**src/rtl/i2c_pin_pacer_if.sv**
```systemverilog
// Bus between display_ls and the I2C pin pacer: the ap_vld line updates, the
// SCL pad readback, the open-drain enables and the status/debug outputs.
interface i2c_pin_pacer_if #(
    parameter int DEPTH = 16
);
    localparam int LW = $clog2(DEPTH) + 1;

    logic [7:0]    SDA;
    logic          SDA_ap_vld;
    logic [7:0]    SCL;
    logic          SCL_ap_vld;
    logic          scl_pad_in;
    logic          sda_oe;
    logic          scl_oe;
    logic          busy;
    logic [LW-1:0] level;
    logic          overflow;
    logic          stretch_err;
    logic [1:0]    fsm_state;   // debug view of the pacer FSM (0 IDLE, 1 STRETCH, 2 HOLD)

    // Update strobes are single-cycle and unconditionally accepted; there is
    // no ready. A strobe arriving while the FIFO is full and not popping is
    // dropped and recorded in the sticky overflow flag.
    modport master (
        output SDA, SDA_ap_vld, SCL, SCL_ap_vld, scl_pad_in,
        input  sda_oe, scl_oe, busy, level, overflow, stretch_err, fsm_state
    );

    modport slave (
        input  SDA, SDA_ap_vld, SCL, SCL_ap_vld, scl_pad_in,
        output sda_oe, scl_oe, busy, level, overflow, stretch_err, fsm_state
    );
endinterface

```
**src/rtl/i2c_pin_pacer.sv**
```systemverilog
// I2C pin pacer: captures SDA/SCL ap_vld updates from display_ls into a FIFO
// and replays them onto open-drain pad enables, one line state per
// HOLD_CYCLES, waiting (bounded) for the slave to release SCL.
module i2c_pin_pacer #(
    parameter int DEPTH       = 16,
    parameter int HOLD_CYCLES = 125,
    parameter int STRETCH_MAX = 50000
) (
    input  logic             ap_clk,
    input  logic             ap_rst,
    i2c_pin_pacer_if.slave   bus
);
    localparam int AW   = $clog2(DEPTH);
    localparam int LW   = $clog2(DEPTH) + 1;
    localparam int CMAX = (HOLD_CYCLES > STRETCH_MAX) ? HOLD_CYCLES : STRETCH_MAX;
    localparam int CW   = $clog2(CMAX + 1);

    typedef enum logic [1:0] {
        IDLE    = 2'd0,
        STRETCH = 2'd1,
        HOLD    = 2'd2
    } state_t;

    state_t        state, state_nx;
    logic [CW-1:0] cnt, cnt_nx;
    logic          sda_req, scl_req;
    logic          ev, ev_sda, ev_scl;
    logic [1:0]    mem [DEPTH];
    logic [AW-1:0] wr_ptr, rd_ptr;
    logic [LW-1:0] level;
    logic          full, push_ok, drop, pop, load;
    logic [1:0]    head;
    logic          scl_s1, scl_s2;
    logic          sda_oe_r, scl_oe_r, sda_oe_nx, scl_oe_nx;
    logic          overflow_r, stretch_err_r, err_set;

    // Build the event: a strobed line takes its new value, the other keeps its shadow.
    always_comb begin
        ev     = bus.SDA_ap_vld | bus.SCL_ap_vld;
        ev_sda = bus.SDA_ap_vld ? (bus.SDA != 8'd0) : sda_req;
        ev_scl = bus.SCL_ap_vld ? (bus.SCL != 8'd0) : scl_req;
    end

    assign full    = (level == LW'(DEPTH));
    assign push_ok = ev && (!full || pop);
    assign drop    = ev && full && !pop;
    assign head    = mem[rd_ptr];

    // Shadow registers remember the last requested level of each line.
    always_ff @(posedge ap_clk or posedge ap_rst) begin
        if (ap_rst) begin
            sda_req <= 1'b1;
            scl_req <= 1'b1;
        end else if (ev) begin
            sda_req <= ev_sda;
            scl_req <= ev_scl;
        end
    end

    // FIFO storage; contents need no reset because level gates every read.
    always_ff @(posedge ap_clk) begin
        if (push_ok) mem[wr_ptr] <= {ev_scl, ev_sda};
    end

    // FIFO pointers, occupancy and the sticky overflow flag.
    always_ff @(posedge ap_clk or posedge ap_rst) begin
        if (ap_rst) begin
            wr_ptr     <= '0;
            rd_ptr     <= '0;
            level      <= '0;
            overflow_r <= 1'b0;
        end else begin
            if (push_ok) wr_ptr <= wr_ptr + 1'b1;
            if (pop)     rd_ptr <= rd_ptr + 1'b1;
            case ({push_ok, pop})
                2'b10:   level <= level + 1'b1;
                2'b01:   level <= level - 1'b1;
                default: level <= level;
            endcase
            if (drop) overflow_r <= 1'b1;
        end
    end

    // Two-flop synchroniser for the SCL pad, preset to the released level.
    always_ff @(posedge ap_clk or posedge ap_rst) begin
        if (ap_rst) begin
            scl_s1 <= 1'b1;
            scl_s2 <= 1'b1;
        end else begin
            scl_s1 <= bus.scl_pad_in;
            scl_s2 <= scl_s1;
        end
    end

    // FSM state, counter, pad enables and the sticky stretch error.
    always_ff @(posedge ap_clk or posedge ap_rst) begin
        if (ap_rst) begin
            state         <= IDLE;
            cnt           <= '0;
            sda_oe_r      <= 1'b0;
            scl_oe_r      <= 1'b0;
            stretch_err_r <= 1'b0;
        end else begin
            state    <= state_nx;
            cnt      <= cnt_nx;
            sda_oe_r <= sda_oe_nx;
            scl_oe_r <= scl_oe_nx;
            if (err_set) stretch_err_r <= 1'b1;
        end
    end

    // Next state: pop only from a registered entry; releasing SCL always passes
    // through STRETCH so the slave can hold the clock low.
    always_comb begin
        state_nx  = state;
        cnt_nx    = cnt;
        sda_oe_nx = sda_oe_r;
        scl_oe_nx = scl_oe_r;
        pop       = 1'b0;
        load      = 1'b0;
        err_set   = 1'b0;
        case (state)
            IDLE: begin
                if (level != '0) load = 1'b1;
            end
            STRETCH: begin
                if (scl_s2) begin
                    state_nx = HOLD;
                    cnt_nx   = CW'(HOLD_CYCLES - 1);
                end else if (cnt == CW'(STRETCH_MAX - 1)) begin
                    err_set  = 1'b1;
                    state_nx = HOLD;
                    cnt_nx   = CW'(HOLD_CYCLES - 1);
                end else begin
                    cnt_nx = cnt + 1'b1;
                end
            end
            HOLD: begin
                if (cnt != '0)        cnt_nx   = cnt - 1'b1;
                else if (level != '0) load     = 1'b1;
                else                  state_nx = IDLE;
            end
            default: state_nx = IDLE;
        endcase
        if (load) begin
            pop       = 1'b1;
            sda_oe_nx = ~head[0];
            scl_oe_nx = ~head[1];
            if (head[1]) begin
                state_nx = STRETCH;
                cnt_nx   = '0;
            end else begin
                state_nx = HOLD;
                cnt_nx   = CW'(HOLD_CYCLES - 1);
            end
        end
    end

    assign bus.sda_oe      = sda_oe_r;
    assign bus.scl_oe      = scl_oe_r;
    assign bus.busy        = (level != '0) || (state != IDLE);
    assign bus.level       = level;
    assign bus.overflow    = overflow_r;
    assign bus.stretch_err = stretch_err_r;
    assign bus.fsm_state   = state;
endmodule

```
**src/flat_wrapper.sv**
```systemverilog
// flat-port wrapper written by rule: the top's interface ports become plain ports
module i2c_pin_pacer_flat 
#(
    parameter int DEPTH       = 16,
    parameter int HOLD_CYCLES = 125,
    parameter int STRETCH_MAX = 50000
)
  (ap_clk, ap_rst, bus_SDA, bus_SDA_ap_vld, bus_SCL, bus_SCL_ap_vld, bus_scl_pad_in, bus_sda_oe, bus_scl_oe, bus_busy, bus_level, bus_overflow, bus_stretch_err, bus_fsm_state);
  i2c_pin_pacer_if #(.DEPTH(DEPTH)) bus_i ();
  input  logic ap_clk;
  input  logic ap_rst;
  input wire logic [$bits(bus_i.SDA)-1:0] bus_SDA;
  input wire logic [$bits(bus_i.SDA_ap_vld)-1:0] bus_SDA_ap_vld;
  input wire logic [$bits(bus_i.SCL)-1:0] bus_SCL;
  input wire logic [$bits(bus_i.SCL_ap_vld)-1:0] bus_SCL_ap_vld;
  input wire logic [$bits(bus_i.scl_pad_in)-1:0] bus_scl_pad_in;
  output wire logic [$bits(bus_i.sda_oe)-1:0] bus_sda_oe;
  output wire logic [$bits(bus_i.scl_oe)-1:0] bus_scl_oe;
  output wire logic [$bits(bus_i.busy)-1:0] bus_busy;
  output wire logic [$bits(bus_i.level)-1:0] bus_level;
  output wire logic [$bits(bus_i.overflow)-1:0] bus_overflow;
  output wire logic [$bits(bus_i.stretch_err)-1:0] bus_stretch_err;
  output wire logic [$bits(bus_i.fsm_state)-1:0] bus_fsm_state;
  assign bus_i.SDA = bus_SDA;
  assign bus_i.SDA_ap_vld = bus_SDA_ap_vld;
  assign bus_i.SCL = bus_SCL;
  assign bus_i.SCL_ap_vld = bus_SCL_ap_vld;
  assign bus_i.scl_pad_in = bus_scl_pad_in;
  assign bus_sda_oe = bus_i.sda_oe;
  assign bus_scl_oe = bus_i.scl_oe;
  assign bus_busy = bus_i.busy;
  assign bus_level = bus_i.level;
  assign bus_overflow = bus_i.overflow;
  assign bus_stretch_err = bus_i.stretch_err;
  assign bus_fsm_state = bus_i.fsm_state;
  i2c_pin_pacer #(.DEPTH(DEPTH), .HOLD_CYCLES(HOLD_CYCLES), .STRETCH_MAX(STRETCH_MAX)) u_core (.ap_clk(ap_clk), .ap_rst(ap_rst), .bus(bus_i));
endmodule
```
**config.mk**
```make
export PLATFORM = sky130hd
export DESIGN_NAME = i2c_pin_pacer_flat
export DESIGN_NICKNAME = d
export VERILOG_FILES = /design/src/rtl/i2c_pin_pacer_if.sv /design/src/rtl/i2c_pin_pacer.sv /design/src/flat_wrapper.sv
export SDC_FILE = /design/constraint.sdc
export NUM_CORES = 1
export LEC_CHECK = 0
export ABC_AREA = 0
export BUFFER_PORTS_ARGS = -buffer_cell sky130_fd_sc_hd__buf_2
export CAP_MARGIN = 10
export CORE_UTILIZATION = 35
export CTS_BUF_LIST = sky130_fd_sc_hd__clkbuf_16
export DETAILED_ROUTE_END_ITERATION = 8
export PLACE_DENSITY_LB_ADDON = 0.1
export SETUP_SLACK_MARGIN = 0.3
export SLEW_MARGIN = 0
export SYNTH_ARGS = -nofsm -noshare
export SYNTH_HDL_FRONTEND = slang
export SYNTH_SLANG_ARGS = --single-unit
```
**constraint.sdc**
```tcl
create_clock -name ap_clk -period 3.85 [get_ports ap_clk]
set_input_delay 0.77 -clock ap_clk [delete_from_list [all_inputs] [get_ports ap_clk]]
set_output_delay 0.77 -clock ap_clk [all_outputs]
set_load 0.1 [all_outputs]
```
==> flow_summary.toml <==
[logic_synthesis]
synth.distinct_cells = 68
syn_avg_cell_area_um2 = 11.05
ys_ff_latch = 71
synthSimpleGateAreaFrac_pct = 18.59
ys.flop_type = "dfrtp_1"
synth_area_um2 = 3944
ys_warn_count = 0
synth_compound_area_share_pct = 13.10
synth_mux_area_share_pct = 6.536
ys_seq_area_share_pct = 49.24
synth_edf_count = 32
synth_top_area_share_pct = 24.37
synthXorXnorAreaFrac_pct = 3.997
yosysTopAreaCell = "edfxtp_1"
synth_nets = 391
syn_inst = 357
synthArstFlopShare_pct = 54.93
yosys-top-cells-area = "edfxtp_1, dfrtp_1, mux4_2, ha_1, xnor2_1"
yosys.area_share.adder_pct = 4.124
synth_top_family_by_area = "simple AND/OR/NAND/NOR gates"

[placement]
port_buffers = 32
post-dp-hpwl_um = 6414
routabilityCongestion = 0.8150
place_inst = 514

[finish]
syn2layout_area_growth_pct = 13.99
drive_above_1_share_pct = 22.31
finalNetCount = 419
diodes = 0
fin_cells = 530

[sta]
max-slew-margin-rel_pct = 48.42
fin_skew_ns = 0.009661
setup_viol = 0
period_share_pct = 80.74
fmax_mhz = 321.7
fin_tns_setup_ns = 0
rsz0062_at_grt = "no"
final-hold-violation-count = 0
final.min_clock_period_ns = 3.108
worst_pin_slew_ns = 0.7657
slew_viol_final = 0
holdWs_ns = 0.3553

[global_route]
grt.overflow.total = 0
track_usage_pct = 16.71
grt_pass1_vias = 2853
grt_pass1_wl_um = 14790
grt_max_degree = 40
antenna_found_initial = 0

[critical_path]
r2r_start = "u_core.cnt[6]"
crit_slowest_cell = "nor4_1"
crit_fanout = 10
crit_path_cell_trace = "nor4_1, and4_1, nor2_1, nor3_1, xor2_1, ha_1, o31a_1, nor3_1, o21ai_0, nand3_1, o21ai_0"
rr_endpoint = "u_core.bus.level[4]"
rrSetupSlack_ns = 0.74
max_stage_delay_ns = 0.54
crit_type = "reg2reg"
r2r_cells = 11
required_ns = 4.06
cp-start-kind = "register"
arrival_ns = 3.32
cp-end-kind = "register"

[routing]
ant_nets = 0
dr_wl_met3_um = 270
drt_iter0_drc = 198
remaining_drc_errors = 0
via_per_inst = 5.451
met2_length_um = 3898
drt-met1-wl_um = 4501
top_layer_used = "met4"
wire_per_inst_um = 16.64
wirelength_um = 8821
dr.pass1.iters = 4
vias = 2889

[clock_tree]
clock-sinks = 71
clk_latency_ns = 0.34
cts_setup_buffers = 0
cts_buffers = 9
post_cts_resized = 0
cts_tree = "yes"
clockBufferDepth = 2
path_clk_slew_ns = 0.07
cts.hold.buffers_added = 0
ctsHtreeMaxLevel = 3
cts_root_buffer = "clkbuf_16"

[min_path]
hold_path.class = "reg2reg"
min-delay-start = "u_core.scl_s1"
min_to = "u_core.scl_s2"
min_delay_path_depth = 0

[run]
maxCapViolations = 0

[die]
ios = 33
fp.dieH_um = 108.2
initial_core_util_pct = 36.22
die_area_um2 = 11700
die_x_um = 108.2
core_area_um2 = 10890
num_rows = 38

[power]
p_per_area_nw_per_um2 = 888.7
ir_drop_uv = 520.1
p_leak_nw = 1.678

[outcome]
status = "completed"
[sequential cells by signal, indices dropped and copies added (netlist names)]
register,flops
u_core.bus.overflow,1
u_core.sda_req,1
u_core.bus.scl_oe,1
u_core.scl_s1,1
u_core.bus.stretch_err,1
u_core.bus.level,5
u_core.wr_ptr,4
u_core.scl_s2,1
u_core.bus.sda_oe,1
u_core.bus.fsm_state,2
u_core.scl_req,1
u_core.cnt,16
u_core.mem,32
u_core.rd_ptr,4
[worst max-delay path, delay by kind of cell, from the launching register on]
| family | cells | cell delay, ns |
|---|---|---|
| AO/OA/AOI/OAI | 3 | 0.46 |
| XOR/XNOR | 1 | 0.11 |
| adder cells (fa/ha/maj) | 1 | 0.23 |
| flip-flops | 1 | 0.48 |
| AND/OR/NAND/NOR | 6 | 1.72 |
[routing by layer]
metal | up-vias | GRT usage, %
li1 | 1399 | -
met1 | 1424 | 23.58
met2 | 53 | 25.34
met3 | 13 | 3.376
met4 | 0 | 5.969
met5 | - | 0
[synth_stat cells (5+ instances only)]
| master | number |
|---|---|
| mux4_2 | 10 |
| a21oi_1 | 16 |
| nor4_1 | 7 |
| clkbuf_1 | 7 |
| nor2_1 | 31 |
| nand4_1 | 5 |
| nor3_1 | 14 |
| ha_1 | 13 |
| o21ai_0 | 20 |
| or3_1 | 7 |
| edfxtp_1 | 32 |
| a221oi_1 | 5 |
| inv_1 | 13 |
| nand3_1 | 6 |
| nand2_1 | 24 |
| dfrtp_1 | 35 |
| a31oi_1 | 10 |
| xnor2_1 | 16 |
[logic make-up (layout without fill, tap and decap cells)]
group                    after synthesis  in the layout
flip-flops                            71             71
XOR/XNOR                              18             18
AO/OA/AOI/OAI                         78             78
multiplexers                          13             13
adder cells (fa/ha/maj)               13             13
AND/OR/NAND/NOR                      131            131
buffers and inverters                 33             66
[final cells by class]
class | count | area, um^2
multi-input cells | 253 | 1828
fillers | 1024 | 6392
well taps | 140 | 175.2
inverters | 13 | 48.80
repair buffers | 37 | 197.7
clock buffers | 9 | 225.2
clock inverters | 7 | 78.83
flip-flops and latches | 71 | 1942
[stage by stage]
stage / instance area, um^2 / setup WS (ns) / utilization, % / power, W
final: 4496 / 0.7416 / 41.29 / 0.003995
after global placement: 4192 / 0.8944 / 38.50 / 0.003165
after global routing: 4496 / 0.4598 / 41.29 / 0.004292
after floorplan: 3944 / 0.4586 / - / 0.002800
after detailed placement: 4192 / 0.8139 / 38.50 / 0.003164
after CTS: 4496 / 0.7811 / 41.29 / 0.004028
[worst max path at each step]
| stage | startpoint | end | cells after the start |
|---|---|---|---|
| 5_1_grt | u_core.cnt[6] | u_core.bus.level[4] | 11 |
| 6_report | u_core.cnt[6] | u_core.bus.level[4] | 11 |
| 4_1_cts | u_core.cnt[0] | u_core.bus.level[4] | 13 |
| 3_5_place_dp | u_core.cnt[0] | u_core.bus.level[4] | 13 |
| 3_3_place_gp | u_core.cnt[0] | u_core.bus.level[4] | 13 |
| 2_1_floorplan | u_core.bus.fsm_state[0] | u_core.bus.level[4] | 13 |
[cell usage in the layout, fill, tap and decap left out, types with 9 or more instances in the layout]
master,instances
a21oi_1,16
a31oi_1,10
buf_2,32
clkbuf_16,9
dfrtp_1,35
edfxtp_1,32
ha_1,13
inv_1,12
mux4_2,10
nand2_1,24
nor2_1,31
nor3_1,14
o21ai_0,20
xnor2_1,16
[power by group]
group / switching, W / leakage [nW] / internal [W] / total (W)
Sequential: 0.000286 / 0.720 / 0.000977 / 0.00126
Clock: 0.000343 / 0.146 / 0.000511 / 0.000854
Combinational: 0.00122 / 0.812 / 0.000663 / 0.00188
(Power assumes the default switching activity.)
